### src/rtl/key_conditioner.sv
// Key/switch front end for the shift-add multiplier: synchronises switches; synchronises, debounces
// and edge-detects the active-low Run and ClearA_LoadB keys. Define DEBOUNCE_EN to enable the counters.
module key_conditioner #(
    parameter int SW_WIDTH        = 8,
    parameter int SYNC_STAGES     = 2,
    parameter int DEBOUNCE_CYCLES = 16
) (
    input  logic                Clk,
    input  logic                Reset,
    input  logic                Run_n,
    input  logic                ClearA_LoadB_n,
    input  logic [SW_WIDTH-1:0] SW,
    output logic [SW_WIDTH-1:0] Din_sync,
    output logic                Run_pulse,
    output logic                ClearA_LoadB_pulse,
    output logic                Run_held
);

    if (SYNC_STAGES < 2 || DEBOUNCE_CYCLES < 1) begin : g_param_check
        $error("key_conditioner: need SYNC_STAGES >= 2 and DEBOUNCE_CYCLES >= 1");
    end

    // Key index 0 = Run, 1 = ClearA_LoadB
    logic [1:0]             raw_n;
    logic [SYNC_STAGES-1:0] key_sync [2];
    logic [SW_WIDTH-1:0]    sw_sync  [SYNC_STAGES];
    logic [SYNC_STAGES-1:0] valid_sr;
    logic                   sync_valid;
    logic [1:0]             synced_p;
    logic [1:0]             pressed;
    logic [1:0]             press_evt;
    logic [1:0]             armed;
    logic [1:0]             fire;

    assign raw_n = {ClearA_LoadB_n, Run_n};

    always_ff @(posedge Clk or posedge Reset) begin
        if (Reset) begin
            for (int unsigned k = 0; k < 2; k++) key_sync[k] <= '1;
            for (int unsigned i = 0; i < SYNC_STAGES; i++) sw_sync[i] <= '0;
            valid_sr <= '0;
        end else begin
            for (int unsigned k = 0; k < 2; k++) begin
                key_sync[k][0] <= raw_n[k];
                for (int unsigned i = 1; i < SYNC_STAGES; i++) key_sync[k][i] <= key_sync[k][i-1];
            end
            sw_sync[0]  <= SW;
            valid_sr[0] <= 1'b1;
            for (int unsigned i = 1; i < SYNC_STAGES; i++) begin
                sw_sync[i]  <= sw_sync[i-1];
                valid_sr[i] <= valid_sr[i-1];
            end
        end
    end

    // The key flops reset to "released", so the synced value is only trusted once the chain has refilled
    assign sync_valid = valid_sr[SYNC_STAGES-1];
    assign Din_sync   = sw_sync[SYNC_STAGES-1];

    always_comb begin
        for (int unsigned k = 0; k < 2; k++) synced_p[k] = ~key_sync[k][SYNC_STAGES-1];
    end

`ifdef DEBOUNCE_EN
    localparam int CW = $clog2(DEBOUNCE_CYCLES + 1);
    localparam logic [CW-1:0] CNT_LAST = CW'(DEBOUNCE_CYCLES - 1);

    logic [CW-1:0] cnt [2];

    always_comb begin
        for (int unsigned k = 0; k < 2; k++)
            press_evt[k] = synced_p[k] && !pressed[k] && (cnt[k] == CNT_LAST);
    end

    always_ff @(posedge Clk or posedge Reset) begin
        if (Reset) begin
            pressed <= '0;
            for (int unsigned k = 0; k < 2; k++) cnt[k] <= '0;
        end else begin
            for (int unsigned k = 0; k < 2; k++) begin
                if (synced_p[k] == pressed[k]) begin
                    cnt[k] <= '0;
                end else if (cnt[k] == CNT_LAST) begin
                    pressed[k] <= synced_p[k];
                    cnt[k]     <= '0;
                end else begin
                    cnt[k] <= cnt[k] + 1'b1;
                end
            end
        end
    end
`else
    assign press_evt = synced_p & ~pressed;

    always_ff @(posedge Clk or posedge Reset) begin
        if (Reset) pressed <= '0;
        else       pressed <= synced_p;
    end
`endif

    // A key arms only once it has genuinely been seen released, so a key held through reset cannot fire
    assign fire = press_evt & armed;

    always_ff @(posedge Clk or posedge Reset) begin
        if (Reset) begin
            armed              <= '0;
            Run_pulse          <= 1'b0;
            ClearA_LoadB_pulse <= 1'b0;
        end else begin
            for (int unsigned k = 0; k < 2; k++)
                if (sync_valid && !synced_p[k] && !pressed[k]) armed[k] <= 1'b1;
            ClearA_LoadB_pulse <= fire[1];
            Run_pulse          <= fire[0] && !fire[1];
        end
    end

    assign Run_held = pressed[0] & armed[0];

endmodule
### config.mk
export PLATFORM = sky130hd
export DESIGN_NAME = key_conditioner
export DESIGN_NICKNAME = d
export VERILOG_FILES = /design/src/rtl/key_conditioner.sv
export SDC_FILE = /design/constraint.sdc
export NUM_CORES = 1
export LEC_CHECK = 0
export ABC_AREA = 1
export ABC_CLOCK_PERIOD_IN_PS = 2240
export CAP_MARGIN = 30
export CORE_MARGIN = 5
export CORE_UTILIZATION = 48
export DETAILED_ROUTE_END_ITERATION = 8
export PLACE_DENSITY = 0.86
export SYNTH_ARGS = -nofsm -noshare
export SYNTH_HDL_FRONTEND = slang
export SYNTH_SLANG_ARGS = --single-unit
### constraint.sdc
create_clock -name Clk -period 2.24 [get_ports Clk]
set_input_delay 0.448 -clock Clk [delete_from_list [all_inputs] [get_ports Clk]]
set_output_delay 0.448 -clock Clk [all_outputs]
set_load 0.005 [all_outputs]
== After elaboration in Yosys (flattened, before gate mapping) ==
Cells that the tools add are included.
Word-level totals
  flip-flop bits (word level): 28
  input port bits: 12
  output and inout port bits: 11
  word-level logic and storage cells: 24
Operators by class
  bitwise logic cells: 6
  reductions and logical operators: 8
Operators by type and width (count)
  $logic_and 1x1->1: 5
  $and 2x2->2: 2
  $logic_not 1->1: 3
  $not 1->1: 2
  $not 2->2: 1
  $and 1x1->1: 1

== Longest topological paths before layout ==
  depth after elaboration: 5
  mapped depth: 4
  mapped depth without buffers: 4

== Worst setup path after synthesis ==
Ideal clock, no wire load.
  path type: reg-to-output
  from: reg armed[0]
  to: out Run_held
  arrival time: 0.460 ns
  required time: 1.792 ns
  slack: 1.332 ns
  stages on the path, launching flop included: 3
  path buffers: 0
  cell sequence: dfrtp_1 > nand2_1 > inv_1
On the way
  longest elaborated chain between the ends: 1
RTL lines
  start: declaration: RTL line 32  | logic [1:0] armed;
  start signal: assignment: RTL line 106  | armed <= '0;
  start signal: indexed assignment: RTL line 111  | if (sync_valid && !synced_p[k] && !pressed[k]) armed[k] <= 1'b1;
  $and 1x1->1: RTL line 117  | assign Run_held = pressed[0] & armed[0];
  end: declaration: RTL line 16  | output logic Run_held
Every way passes these cells.

== Worst setup path after layout ==
Same ends and word-level chain as after synthesis.

==> run_results.csv <==
group,metric,value,unit
detailed_routing,wl,920,µm
global_route,grt_use_met1,9.021,%
global_route,grt.busiest_layer,"met2",
detailed_routing,wl_per_cell,10.45,µm
clock_network,cts.hold.buffers_added,0,
layout,drive_gt1_share,14.08,%
power,leakage,0.4882,nW
critical_path,cp_data_arrival_time,1.29,ns
critical_path,crit_type,"flip-flop to output port",
placement,dp_hpwl,693.9,µm
timing,finalClockSkew,0.002059,ns
critical_path,critical_path_required,1.79,ns
synth,synth_nets,64,
critical_path,crit_chain,"nand2_1 -> inv_1 -> clkdlybuf4s50_1",
floorplanning,rows,15,
detailed_routing,firstDrtPassIters,1,
layout,nets,84,
timing,final.min_clock_period,1.734,ns
power,power.share.clock,27.7,%
synth,synth_area,837.1,µm²
detailed_routing,drc,0,
timing,setup_viol,0,
clock_network,cts_tree,"yes",
synth,synth_top_area_share,71.75,%
power,pwr-share-comb,6.9,%
global_route,grt_max_degree,29,
synth,yosysSeqAreaShare,84.30,%
detailed_routing,viasPerCell,4.432,
power,p_sw,155.4,µW
layout,antennaDiodeCount,0,
clock_network,cts.sinks,28,
power,p_int,668.5,µW
timing,max_freq,576.7,MHz
clock_network,cts-root-buf,"clkbuf_4",
critical_path,crit_family,"buffers and inverters",
synth,synth_edf_count,0,
placement,portBuffers,22,
synth,ys_top_cells_by_area,"dfrtp_1 72%, dfstp_2 13%, buf_4 7.2%",
placement,dpl_cell_area,1026,µm²
job,cap_violations,0,
floorplanning,initial_core_util,49.56,%
timing,rsz0062_at_grt,"no",
global_route,antenna_found_initial,0,
timing,finalCritPeriodShare,77.41,%
synth,yosys_warnings,0,
timing,final.setup.tns,0,ns
critical_path,critical_path_buf_inv_count,2,
critical_path,critPathMaxFanout,3,
synth,synthMostInstantiatedCell,"dfrtp_1",
global_route,grt_pass1_wl,1524,µm
global_route,track_usage,8.431,%
critical_path,worst_setup_path_start_kind,"flip-flop",
synth,synth_cell_types,10,
detailed_routing,ant_nets,0,
synth,synth_seq_cells,28,
synth,yosys.area.top_type,"dfrtp_1",
critical_path,slowest_stage,"clkdlybuf4s50_1",
layout,final_cell_area,1062,µm²
floorplanning,dieArea,2679,µm²
power,swShare,18.86,%
timing,final_max_slew_viol_count,0,
synth,synth_area_per_cell,16.10,µm²
synth,synth_flop_cell,"dfrtp_1",
floorplanning,core_area,1689,µm²
placement,place_congestion,0.6338,
outcome,status,"finished, final reports clean",
clock_network,clk_pin_slew,0.13,ns
floorplanning,die-height,51.76,µm
detailed_routing,first_iter_violations,0,
clock_network,cts-buffers-inserted,3,
critical_path,worstSetupEndpointType,"output port",
detailed_routing,via_count,390,
critical_path,critPathMaxStageDelay,0.49,ns
synth,synth_cells,52,
layout,syn2layout_area_growth,26.91,%
global_route,grt_pass1_vias,383,
floorplanning,io_pins,23,
worst_hold_path,hp-class,"flip-flop to flip-flop",
power,power_density,775.6,nW/µm²
global_route,grtUsageMet3,2.579,%
power,seqPwrFrac,65.5,%
clock_network,cts_setup_buffers,0,
timing,report.final.hold_viol_count,0,
synth,async_flop_share,100.0,%
floorplanning,die_w,51.76,µm
clock_network,postCtsResizedCells,0,
clock_network,clk_latency,0.31,ns
global_route,grtUsageMet2,13.14,%
power,vdd_drop_max,0.4478,mV
clock_network,clock_path_buffers,2,
clock_network,ctsHtreeMaxLevel,1,
global_route,grt-ovfl-total,0,
synth,netlist_top_cells_count,"24 x dfrtp_1, 8 x buf_4, 6 x inv_1",
[power by group through the flow]
stage / Sequential (mW) / Combinational (mW) / Clock (mW)
global route: 0.543 / 0.0625 / 0.261
floorplan: 0.548 / 0.0241 / 0
finish: 0.539 / 0.0566 / 0.228
detailed placement: 0.550 / 0.0585 / 0
global placement: 0.548 / 0.0568 / 0
CTS: 0.540 / 0.0584 / 0.240
[cell families after synthesis]
kind of cell | synth area share, %
flops | 84.31
buf+inv | 9.866
simple gates | 3.586
other cells | 0.4480
compound gates | 1.793
[path summary, 6_finish.rpt]
path | from | endpoint | slack, ns | cells past startpoint
setup / recovery | armed[0] | Run_held | 0.51 | 3
hold / removal | sw_sync[10] | Din_sync[2] | 0.36 | 0
setup reg to reg | key_sync[1] | armed[1] | 1.43 | 2
hold reg to reg | sw_sync[10] | Din_sync[2] | 0.36 | 0
max in group asynchronous | Reset | key_sync[3] | 1.48 | 3
min in group asynchronous | Reset | sw_sync[13] | 0.47 | 3
[placed cells by master, fill, tap and decap left out, drive strengths merged]
cell type,synthesis,final
clkbuf,0,4
nand2,4,4
dfrtp,24,24
nor2,2,2
o21bai,2,2
dfstp,4,4
clkdlybuf4s50,0,22
nand3,1,1
inv,6,6
conb,1,1
buf,8,1
[cell type report]
| type | instances | area, µm² |
|---|---|---|
| Clock buffer | 4 | 36.28 |
| Fill cell | 136 | 626.9 |
| Inverter | 6 | 22.52 |
| Multi-Input combinational cell | 10 | 48.80 |
| Sequential cell | 28 | 705.7 |
| Tap cell | 17 | 21.27 |
| Timing Repair Buffer | 23 | 227.7 |
[metrics by stage]
| stage | utilization [%] | setup WS (ns) | power, mW | cells | hold WS, ns |
|---|---|---|---|---|---|
| finish | 62.89 | 0.5059 | 0.8239 | 88 | 0.3629 |
| global route | 62.89 | 0.4314 | 0.8656 | 88 | 0.3720 |
| CTS | 62.89 | 0.4785 | 0.8381 | 88 | 0.3658 |
| detailed placement | 60.74 | 0.8493 | 0.6081 | 84 | 0.3356 |
| global placement | 60.74 | 0.8810 | 0.6052 | 84 | 0.3314 |
| floorplan | - | 1.221 | 0.5721 | 52 | 0.3312 |
[sequential cells by signal, summed over array words and instances, names as in the netlist]
| signal | flops |
|---|---|
| armed | 2 |
| sw_sync | 8 |
| key_sync | 4 |
| ClearA_LoadB_pulse | 1 |
| pressed | 2 |
| Run_pulse | 1 |
| valid_sr | 2 |
| Din_sync | 8 |
[layer usage]
layer	share of wire (%)	vias up
li1	-	182
met1	41	189
met2	48	17
met3	9.0	2
met4	1.3	0
met5	0	-
(Power assumes the default switching activity.)
==> edit: new RTL, same flow settings <==
Set the parameter `SYNC_STAGES` to 4 (it was 2).
--- a/src/rtl/key_conditioner.sv
+++ b/src/rtl/key_conditioner.sv
@@ -4,3 +4,3 @@
     parameter int SW_WIDTH        = 8,
-    parameter int SYNC_STAGES     = 2,
+    parameter int SYNC_STAGES     = 4,
     parameter int DEBOUNCE_CYCLES = 16
Formal check against the unedited RTL: not equivalent (a bounded check fails within 4 cycles, from zero or initial values and one cycle with Reset high).
==> edit against the original RTL <==
  * Synthesized area increased by 66%
  * Register-to-register slack better by 20 ps
  * Total power is 100% higher
  * Non-clock buffer count did not move
  * Sequential cell count grew 22
  * Final cell count increased by 45%
  * Combinational power grew 18%
  * Setup slack worse by 24 ps
  * Wire length is 48% higher
  * Highest routed layer is now met3
  * Final area grew 62%
==> edit: results (changes against the original RTL) <==
[cts]
clk_pin_slew_ps = 120
numCtsBuffers = 5  ; +2
clk_latency_ps = 330  ; +20 ps
cts_htree_levels = 2  ; +1
cts_root_buffer = clkbuf_4

[synth]
ys_seq_area_share_pct = 90.6  ; +6.3 points
netlist_instances = 74  ; +42%
yosys-top-cells-area = dfrtp_1, dfstp_2, buf_4
syn_nets = 86  ; +34%
synthTopCellsByCount = dfrtp_1, buf_4, dfstp_2

[worst_setup_path]
cp.arrival_ps = 1310  ; +20 ps
startpoint = armed[0]$_DFFE_PP0P_
slowest_stage = clkdlybuf4s50_1
r2r_slack_ps = 1450  ; +20 ps
r2r-end = Run_pulse$_DFF_PP0_
crit_fanout = 3  ; unchanged
r2r_start = key_sync[7]$_DFF_PP1_
r2r_cells = 3  ; +1

[worst_hold_path]
holdCritStartpoint = valid_sr[2]$_DFF_PP0_
min_to = valid_sr[3]$_DFF_PP0_

[status]
status = finished clean

[pwr]
seq_power_mw = 0.964  ; +79%
power_leakage_nw = 0.781  ; +60%
power_frac_seq_pct = 58.5  ; -7.0 points
p_comb_share_pct = 4.0  ; -2.9 points
ir_drop_mv = 0.738  ; +65%
p_switching_mw = 0.280  ; +80%

[route]
wl_per_cell_um = 10.6  ; +1.5%
routed_via_density = 4.24  ; -4.3%
firstDrtPassIters = 2  ; +1
drtIter0Drc = 14  ; +14

[place]
placed_cells = 120  ; +43%
dp_slack_ps = 848  ; -1.37 ps
gp_congestion = 0.619  ; -2.4%
port-buffer-count = 22  ; unchanged
dpl_cell_area_mm2 = 0.00161  ; +57%
dp_hpwl_um = 943  ; +36%

[sta]
fmax_mhz = 569  ; -1.4%
fin_skew_ps = 7.75  ; +5.69 ps
holdWs_ps = 356  ; -7.00 ps

[cells_and_area]
num-nets-final = 108  ; +29%
layout.cells.non_filler = 128  ; +45%
regMostFlops = sw_sync
drive_above_1_share_pct = 19.6  ; +5.5 points

[grt]
grt_max_degree = 51  ; +76%
grt_pass1_vias = 617  ; +61%
grt_pass1_wl_um = 2650  ; +74%
grt_usage_pct = 8.31  ; -0.12 points

-- edit: cell count changes in the layout (fill, tap and decap cells not counted), sizes merged --
cell | before | now
dfrtp | 24 | 42
dfstp | 4 | 8
bufinv | 0 | 2
clkbuf | 4 | 6
-- edit: cell families (layout without fill, tap and decap cells) --
family	Yosys count	after routing	synth area share [%]
buf+inv	14	37	5.93
simple gates	7	7	2.16
other cells	1	1	0.269
flops	50	50	90.6
compound gates	2	2	1.08
-- edit: metal layers --
metal,vias to the layer above,GRT usage (%),routed length [µm]
met5,-,0,0
met2,21,12.2,670
li1,255,-,-
met1,267,10.4,577
met3,0,4.55,110
met4,0,3.12,0
-- edit: cell type report --
cell class	instances	area, µm²
timing repair buffer	23	240
sequential	50	1260
tap	31	38.8
multi-input combinational	10	48.8
clock inverter	2	60.1
inverter	6	22.5
clock buffer	6	51.3
fill	211	1030
-- edit: worst max-delay path, delay by kind of cell (launching register included) --
family / cells / cell delay (ps)
simple gates: 1 / 60
buf+inv: 2 / 520
flops: 1 / 400
